**src/rtl/mem_if_pkg.sv**
```systemverilog
// Shared types and helpers for the second-generation memory interface unit.
package mem_if_pkg;

  typedef enum logic [1:0] {IDLE, SETUP, REQ, DONE} mem_if_state_t;

  typedef enum logic {OP_READ, OP_WRITE} mem_op_t;

  // Address bits that select a byte lane inside one memory word.
  function automatic int unsigned lane_bits(input int unsigned mem_w);
    return $clog2(mem_w / 8);
  endfunction

endpackage

```
**src/rtl/mem_if_unit_v2_if.sv**
```systemverilog
// Command, write-data and SMM handshake bundle of the memory interface unit.
interface mem_if_unit_v2_if #(
  parameter int unsigned ADDR_W = 14,
  parameter int unsigned MEM_W  = 16
);
  logic                 load;
  logic                 store;
  logic                 op_word;
  logic [ADDR_W-1:0]    addr;
  logic [MEM_W-1:0]     result;
  logic [MEM_W-1:0]     datafrommem;
  logic                 mem_resp;
  logic [ADDR_W-1:0]    addrout;
  logic [MEM_W-1:0]     datatomem;
  logic [MEM_W/8-1:0]   byte_en;
  logic                 read_req;
  logic                 write_req;
  logic                 cs;
  logic [MEM_W-1:0]     datatoinst;
  logic                 mem_done;
  logic                 mem_err;
  logic                 busy;

  modport slave (
    input  load, store, op_word, addr, result, datafrommem, mem_resp,
    output addrout, datatomem, byte_en, read_req, write_req, cs, datatoinst,
           mem_done, mem_err, busy
  );

  modport master (
    output load, store, op_word, addr, result, datafrommem, mem_resp,
    input  addrout, datatomem, byte_en, read_req, write_req, cs, datatoinst,
           mem_done, mem_err, busy
  );
endinterface

```
**src/rtl/mem_if_timer.sv**
```systemverilog
// Loadable saturating down-counter; load_i presets it to Max, zero_o flags a count of 0.
module mem_if_timer #(
  parameter int unsigned Max   = 1,
  parameter int unsigned Width = (Max < 1) ? 1 : $clog2(Max + 1)
) (
  input  logic clk_i,
  input  logic rst_i,
  input  logic load_i,
  input  logic dec_i,
  output logic zero_o
);
  logic [Width-1:0] cnt_d, cnt_q;

  always_comb begin
    cnt_d = cnt_q;
    if (load_i) begin
      cnt_d = Width'(Max);
    end else if (dec_i && (cnt_q != '0)) begin
      cnt_d = cnt_q - Width'(1);
    end
  end

  always_ff @(posedge clk_i or posedge rst_i) begin
    if (rst_i) begin
      cnt_q <= '0;
    end else begin
      cnt_q <= cnt_d;
    end
  end

  assign zero_o = (cnt_q == '0);
endmodule

```
**src/rtl/mem_if_unit_v2.sv**
```systemverilog
// Memory interface unit: turns load/store commands into one SMM read or write request
// with setup delay, byte enables, lane-selected read data and a response timeout.
module mem_if_unit_v2
  import mem_if_pkg::*;
#(
  parameter int unsigned ADDR_W    = 14,
  parameter int unsigned MEM_W     = 16,
  parameter int unsigned REQ_DELAY = 2,
  parameter int unsigned TIMEOUT   = 15
) (
  input  logic             clk,
  input  logic             reset,
  mem_if_unit_v2_if.slave  bus
);
  localparam int unsigned LB = lane_bits(MEM_W);
  localparam int unsigned NB = MEM_W / 8;

  mem_if_state_t    state_d, state_q;
  mem_op_t          op_d, op_q;
  logic             word_d, word_q;
  logic [LB-1:0]    lane_d, lane_q;
  logic [ADDR_W-1:0] addrout_d, addrout_q;
  logic [MEM_W-1:0] datatomem_d, datatomem_q;
  logic [NB-1:0]    byte_en_d, byte_en_q;
  logic             read_req_d, read_req_q;
  logic             write_req_d, write_req_q;
  logic [MEM_W-1:0] datatoinst_d, datatoinst_q;
  logic             mem_done_d, mem_done_q;
  logic             mem_err_d, mem_err_q;
  logic             setup_zero, tmo_zero;
  logic [LB-1:0]    cmd_lane;

  // Timers are preset outside their state and count down inside it; the last cycle is at zero.
  mem_if_timer #(
    .Max ((REQ_DELAY > 0) ? REQ_DELAY - 1 : 0)
  ) u_setup_timer (
    .clk_i  (clk),
    .rst_i  (reset),
    .load_i (state_q != SETUP),
    .dec_i  (state_q == SETUP),
    .zero_o (setup_zero)
  );

  mem_if_timer #(
    .Max (TIMEOUT - 1)
  ) u_tmo_timer (
    .clk_i  (clk),
    .rst_i  (reset),
    .load_i (state_q != REQ),
    .dec_i  ((state_q == REQ) && !bus.mem_resp),
    .zero_o (tmo_zero)
  );

  assign cmd_lane = bus.addr[LB-1:0];

  always_comb begin
    state_d      = state_q;
    op_d         = op_q;
    word_d       = word_q;
    lane_d       = lane_q;
    addrout_d    = addrout_q;
    datatomem_d  = datatomem_q;
    byte_en_d    = byte_en_q;
    read_req_d   = read_req_q;
    write_req_d  = write_req_q;
    datatoinst_d = datatoinst_q;
    mem_done_d   = 1'b0;
    mem_err_d    = 1'b0;
    case (state_q)
      IDLE: begin
        if (bus.load && bus.store) begin
          state_d    = DONE;
          mem_done_d = 1'b1;
          mem_err_d  = 1'b1;
        end else if (bus.load || bus.store) begin
          if (bus.op_word && (cmd_lane != '0)) begin
            state_d    = DONE;
            mem_done_d = 1'b1;
            mem_err_d  = 1'b1;
          end else begin
            op_d      = bus.store ? OP_WRITE : OP_READ;
            word_d    = bus.op_word;
            lane_d    = cmd_lane;
            addrout_d = {bus.addr[ADDR_W-1:LB], {LB{1'b0}}};
            if (bus.store) begin
              datatomem_d = bus.op_word ? bus.result : {NB{bus.result[7:0]}};
              byte_en_d   = bus.op_word ? '1 : (NB'(1) << cmd_lane);
            end else begin
              datatomem_d = '0;
              byte_en_d   = '0;
            end
            if (REQ_DELAY == 0) begin
              state_d     = REQ;
              read_req_d  = !bus.store;
              write_req_d = bus.store;
            end else begin
              state_d = SETUP;
            end
          end
        end
      end
      SETUP: begin
        if (setup_zero) begin
          state_d     = REQ;
          read_req_d  = (op_q == OP_READ);
          write_req_d = (op_q == OP_WRITE);
        end
      end
      REQ: begin
        if (bus.mem_resp) begin
          state_d     = DONE;
          read_req_d  = 1'b0;
          write_req_d = 1'b0;
          mem_done_d  = 1'b1;
          if (op_q == OP_READ) begin
            datatoinst_d = word_q ? bus.datafrommem
                                  : {{(MEM_W-8){1'b0}}, bus.datafrommem[{lane_q, 3'b000} +: 8]};
          end
        end else if (tmo_zero) begin
          state_d     = DONE;
          read_req_d  = 1'b0;
          write_req_d = 1'b0;
          mem_done_d  = 1'b1;
          mem_err_d   = 1'b1;
        end
      end
      DONE:    state_d = IDLE;
      default: state_d = IDLE;
    endcase
  end

  always_ff @(posedge clk or posedge reset) begin
    if (reset) begin
      state_q      <= IDLE;
      op_q         <= OP_READ;
      word_q       <= 1'b0;
      lane_q       <= '0;
      addrout_q    <= '0;
      datatomem_q  <= '0;
      byte_en_q    <= '0;
      read_req_q   <= 1'b0;
      write_req_q  <= 1'b0;
      datatoinst_q <= '0;
      mem_done_q   <= 1'b0;
      mem_err_q    <= 1'b0;
    end else begin
      state_q      <= state_d;
      op_q         <= op_d;
      word_q       <= word_d;
      lane_q       <= lane_d;
      addrout_q    <= addrout_d;
      datatomem_q  <= datatomem_d;
      byte_en_q    <= byte_en_d;
      read_req_q   <= read_req_d;
      write_req_q  <= write_req_d;
      datatoinst_q <= datatoinst_d;
      mem_done_q   <= mem_done_d;
      mem_err_q    <= mem_err_d;
    end
  end

  assign bus.addrout    = addrout_q;
  assign bus.datatomem  = datatomem_q;
  assign bus.byte_en    = byte_en_q;
  assign bus.read_req   = read_req_q;
  assign bus.write_req  = write_req_q;
  assign bus.cs         = read_req_q | write_req_q;
  assign bus.datatoinst = datatoinst_q;
  assign bus.mem_done   = mem_done_q;
  assign bus.mem_err    = mem_err_q;
  assign bus.busy       = (state_q != IDLE);
endmodule

```
**src/flat_wrapper.sv**
```systemverilog
// flat-port wrapper written by rule: the top's interface ports become plain ports
module mem_if_unit_v2_flat import mem_if_pkg::*;
#(
  parameter int unsigned ADDR_W    = 14,
  parameter int unsigned MEM_W     = 16,
  parameter int unsigned REQ_DELAY = 2,
  parameter int unsigned TIMEOUT   = 15
)
  (clk, reset, bus_load, bus_store, bus_op_word, bus_addr, bus_result, bus_datafrommem, bus_mem_resp, bus_addrout, bus_datatomem, bus_byte_en, bus_read_req, bus_write_req, bus_cs, bus_datatoinst, bus_mem_done, bus_mem_err, bus_busy);
  mem_if_unit_v2_if #(.ADDR_W(ADDR_W), .MEM_W(MEM_W)) bus_i ();
  input  logic clk;
  input  logic reset;
  input wire logic [$bits(bus_i.load)-1:0] bus_load;
  input wire logic [$bits(bus_i.store)-1:0] bus_store;
  input wire logic [$bits(bus_i.op_word)-1:0] bus_op_word;
  input wire logic [$bits(bus_i.addr)-1:0] bus_addr;
  input wire logic [$bits(bus_i.result)-1:0] bus_result;
  input wire logic [$bits(bus_i.datafrommem)-1:0] bus_datafrommem;
  input wire logic [$bits(bus_i.mem_resp)-1:0] bus_mem_resp;
  output wire logic [$bits(bus_i.addrout)-1:0] bus_addrout;
  output wire logic [$bits(bus_i.datatomem)-1:0] bus_datatomem;
  output wire logic [$bits(bus_i.byte_en)-1:0] bus_byte_en;
  output wire logic [$bits(bus_i.read_req)-1:0] bus_read_req;
  output wire logic [$bits(bus_i.write_req)-1:0] bus_write_req;
  output wire logic [$bits(bus_i.cs)-1:0] bus_cs;
  output wire logic [$bits(bus_i.datatoinst)-1:0] bus_datatoinst;
  output wire logic [$bits(bus_i.mem_done)-1:0] bus_mem_done;
  output wire logic [$bits(bus_i.mem_err)-1:0] bus_mem_err;
  output wire logic [$bits(bus_i.busy)-1:0] bus_busy;
  assign bus_i.load = bus_load;
  assign bus_i.store = bus_store;
  assign bus_i.op_word = bus_op_word;
  assign bus_i.addr = bus_addr;
  assign bus_i.result = bus_result;
  assign bus_i.datafrommem = bus_datafrommem;
  assign bus_i.mem_resp = bus_mem_resp;
  assign bus_addrout = bus_i.addrout;
  assign bus_datatomem = bus_i.datatomem;
  assign bus_byte_en = bus_i.byte_en;
  assign bus_read_req = bus_i.read_req;
  assign bus_write_req = bus_i.write_req;
  assign bus_cs = bus_i.cs;
  assign bus_datatoinst = bus_i.datatoinst;
  assign bus_mem_done = bus_i.mem_done;
  assign bus_mem_err = bus_i.mem_err;
  assign bus_busy = bus_i.busy;
  mem_if_unit_v2 #(.ADDR_W(ADDR_W), .MEM_W(MEM_W), .REQ_DELAY(REQ_DELAY), .TIMEOUT(TIMEOUT)) u_core (.clk(clk), .reset(reset), .bus(bus_i));
endmodule
```
**config.mk**
```make
export PLATFORM = sky130hd
export DESIGN_NAME = mem_if_unit_v2_flat
export DESIGN_NICKNAME = d
export VERILOG_FILES = /design/src/rtl/mem_if_pkg.sv /design/src/rtl/mem_if_unit_v2_if.sv /design/src/rtl/mem_if_timer.sv /design/src/rtl/mem_if_unit_v2.sv /design/src/flat_wrapper.sv
export SDC_FILE = /design/constraint.sdc
export NUM_CORES = 1
export LEC_CHECK = 0
export BUFFER_PORTS_ARGS = -buffer_cell sky130_fd_sc_hd__buf_4
export CAP_MARGIN = 0
export CORE_MARGIN = 2
export CORE_UTILIZATION = 49
export DETAILED_ROUTE_END_ITERATION = 8
export PLACE_DENSITY = 0.79
export SLEW_MARGIN = 15
export SYNTH_ARGS = -nofsm -noshare
export SYNTH_HDL_FRONTEND = slang
export SYNTH_SLANG_ARGS = --single-unit
export TNS_END_PERCENT = 100
```
**constraint.sdc**
```tcl
create_clock -name clk -period 2.4 [get_ports clk]
set_input_delay 0.24 -clock clk [delete_from_list [all_inputs] [get_ports clk]]
set_output_delay 0.24 -clock clk [all_outputs]
set_load 0.02 [all_outputs]
```
==> impl_results.md <==
- Final setup margin: 0.572 ns
- Non-Filler Instances: 430
- Drt drc: 0
- Post-synth top area share: 53.4%
- Crit Path Max Fanout: 10
- Worst setup SP type: flop
- Initial core utilization: 51.3%
- DP HPWL: approximately 4.6 mm
- Final setup fails: 0
- Die outline area: 6460 sq um
- Status: complete, no violations
- Final critical path time including I/O delays and setup: between 1.5 and 2 ns
- Post CTS Setup Buffer Count: 0
- Leakage Power: between 0.002 and 0.0025 uW
- RSZ-0062 raised after global routing: no
- Clock skew: roughly 0.0057 ns
- CP required: 2.62 ns
- Syn Inst Count: 245
- Worst path cell trace: inv_1 -> ha_1 -> nand2b_1 -> o221ai_1 -> mux2_2
- Synth top cells by count: dfrtp_1, nand2_1, mux2i_1
- Post-route clock period utilization: 76.2%
- Arrival @ worst endpoint: 2.05 ns
- Synth cell types: 33
- PortBufs: ~100
- CTS Root Cell: clkbuf_8
- H-tree depth: 3
- TritonCTS buffer count: 9
- Sink Count: 61
- First-pass GRT wire length: 10.1 mm
- Initial DRC Count: 101
- Via count: 2129
- Fin area: 3940 sq um
- Max Slew Vio Count: 0
- GP Congestion: 0.782
- CTS tree: yes
- Nets: between 400 and 500
- Placed Cells: 413
- Synth area leaders: dfrtp_1, mux2_4, mux2i_1
- IO Count: around 110
- Drt pass-1 iters: 4
- Area grow syn2layout: 37.9%
- Synth Register Bits: 61
- Largest net degree at the start of global routing: 33
- Fmax: 547 MHz
- Max clock buf depth: 2
- Placed instance area: 3710 sq um
- Clk_lat worst skew: 0.33 ns
- Hold Vio Cnt, Final: 0
- EDFF count, synth: 0
- Horiz. Die Dim: between 80 and 90 microns
- Vias/cell: 4.95
- Critical path's slowest cell: dfrtp_1
- Initial antenna violation count: 0
- Setup TNS: 0 ns
- Vias in the first global route: 2084
- Power per cell area: roughly 1300 nW/um^2
- Clk slew on worst S/H paths: approximately 0.070 ns
- Detail Route Antenna Nets: 0
- Place WS: 0.571 ns
- Synthesized cell area: 2860 sq um
- Async S/R FF share, synth: 100%
- Ys Warns: 0
- Layout cells sized above 1: 43.6%
- Synth Flop Type: dfrtp_1
- Critical path endpoint category: flop
- FP Rows: 27
- MaxCap Viol Count: 0
- Worst Hold Class: input pin to flop
- Largest area contributor in the netlist: dfrtp_1
- Most frequent cell after synthesis: dfrtp_1
- Inserted Diodes: 0
- Mapped Nets: 302
- Core ar.: 5570 sq um
- Mapped Avg Cell Area: 11.7 sq um
- CP Class: flop to flop
- CP peak stage delay: ~0.4 ns
- All-Layer GR Usage: 20.8%
- Power, Total: about 5200 uW
- Filler cells: approximately 430
- Routed len/inst: 14.4 microns
- Register area share after synthesis: 53.4%
- Total grt overflow: 0
- Drt total wl: 6.20 mm
- Peak VDD IR: 0.663 mV
- Die Y: 80.4 microns
==> path summary, 6_finish.rpt <==
kind                                           startpoint                   endpoint  slack (ns)  depth (start not counted)
worst max-delay path                    u_core.state_q[0]          u_core.state_q[1]        0.57                          5
min in group asynchronous                           reset   u_core.bus.datatomem[11]        0.41                          3
max in group asynchronous                           reset      u_core.bus.byte_en[0]        1.34                          4
worst min register to register  u_core.bus.datatoinst[15]  u_core.bus.datatoinst[15]        0.48                          2
worst min-delay path                          bus_addr[3]      u_core.bus.addrout[3]        0.13                          2
worst max register to register          u_core.state_q[0]          u_core.state_q[1]        0.57                          5
==> critical path, delay by kind of cell (launching register included) <==
family | cells | cell delay [ns]
adders and majority gates | 1 | 0.36
and+or+nand+nor | 1 | 0.15
AOI/OAI and AO/OA | 1 | 0.32
muxes | 1 | 0.38
buffers and inverters | 1 | 0.12
DFF | 1 | 0.39
==> power by group <==
group | total [uW] | internal [uW] | leakage [uW] | switching [uW]
Clock | 1000 | 610 | 0.000112 | 393
Sequential | 1790 | 1500 | 0.000752 | 288
Combinational | 2440 | 1200 | 0.00121 | 1240
==> area by class of cell <==
cell class              count  area [sq um]  share of cell area (%)
multi-input cells         153          1190                    30.2
clock buffers              10           138                    3.49
clock inverters             6          86.3                    2.19
inverters                  18          67.6                    1.71
repair buffers            110           841                    21.3
well taps                  72          90.1                    2.29
flip-flops and latches     61          1530                    38.7
==> cell usage in the layout (no fill, tap or decap), drive strengths merged, types with 2 or more instances in the layout <==
| cell | Yosys | routed |
|---|---|---|
| mux2 | 27 | 27 |
| clkbuf | 6 | 10 |
| bufinv | 0 | 2 |
| ha | 5 | 5 |
| nand2 | 36 | 36 |
| nor2 | 7 | 7 |
| inv | 18 | 18 |
| buf | 7 | 109 |
| mux2i | 27 | 27 |
| o211ai | 2 | 2 |
| clkinv | 0 | 3 |
| or2 | 2 | 2 |
| o21ai | 19 | 19 |
| nand3 | 3 | 3 |
| dfrtp | 61 | 61 |
| nor2b | 10 | 10 |
==> sequential cells by signal (all words and copies together), names as in the netlist, 2 cells and up <==
name	count
u_core.bus.datatomem	16
u_core.bus.addrout	13
u_core.state_q	2
u_core.u_tmo_timer.cnt_q	4
u_core.bus.datatoinst	16
u_core.bus.byte_en	2
==> kinds of logic after synthesis <==
group | after synthesis | share of synthesized area, %
AO/OA/AOI/OAI | 28 | 5.87
XOR/XNOR | 1 | 0.307
adder cells (fa/ha/maj) | 5 | 2.19
buffers and inverters | 31 | 4.90
flip-flops | 61 | 53.4
multiplexers | 54 | 22.7
other | 1 | 0.131
AND/OR/NAND/NOR | 64 | 10.5
==> metrics by stage <==
stage          hold WS (ns)  util [%]
2_1_floorplan         0.383         -
3_3_place_gp          0.192      66.5
3_5_place_dp          0.187      66.5
4_1_cts               0.119      70.7
5_1_grt               0.125      70.7
6_report              0.131      70.7
==> layer usage <==
layer	vias to the layer above	share of wire (%)	routed length [microns]	track usage (%)
met5	-	0	0	0
met4	0	2.2	139	9.83
met3	11	5.7	351	4.38
met2	72	50	3080	33.9
met1	1003	42	2640	26.5
li1	1043	-	-	-
==> repair_timing <==
| action | CTS | global route |
|---|---|---|
| hold buffers | 1 | 0 |
| endpoints found under the hold margin | 10 | 0 |
| gates resized for setup | 0 | 0 |
No activity file was read; power rests on OpenSTA's default activity.
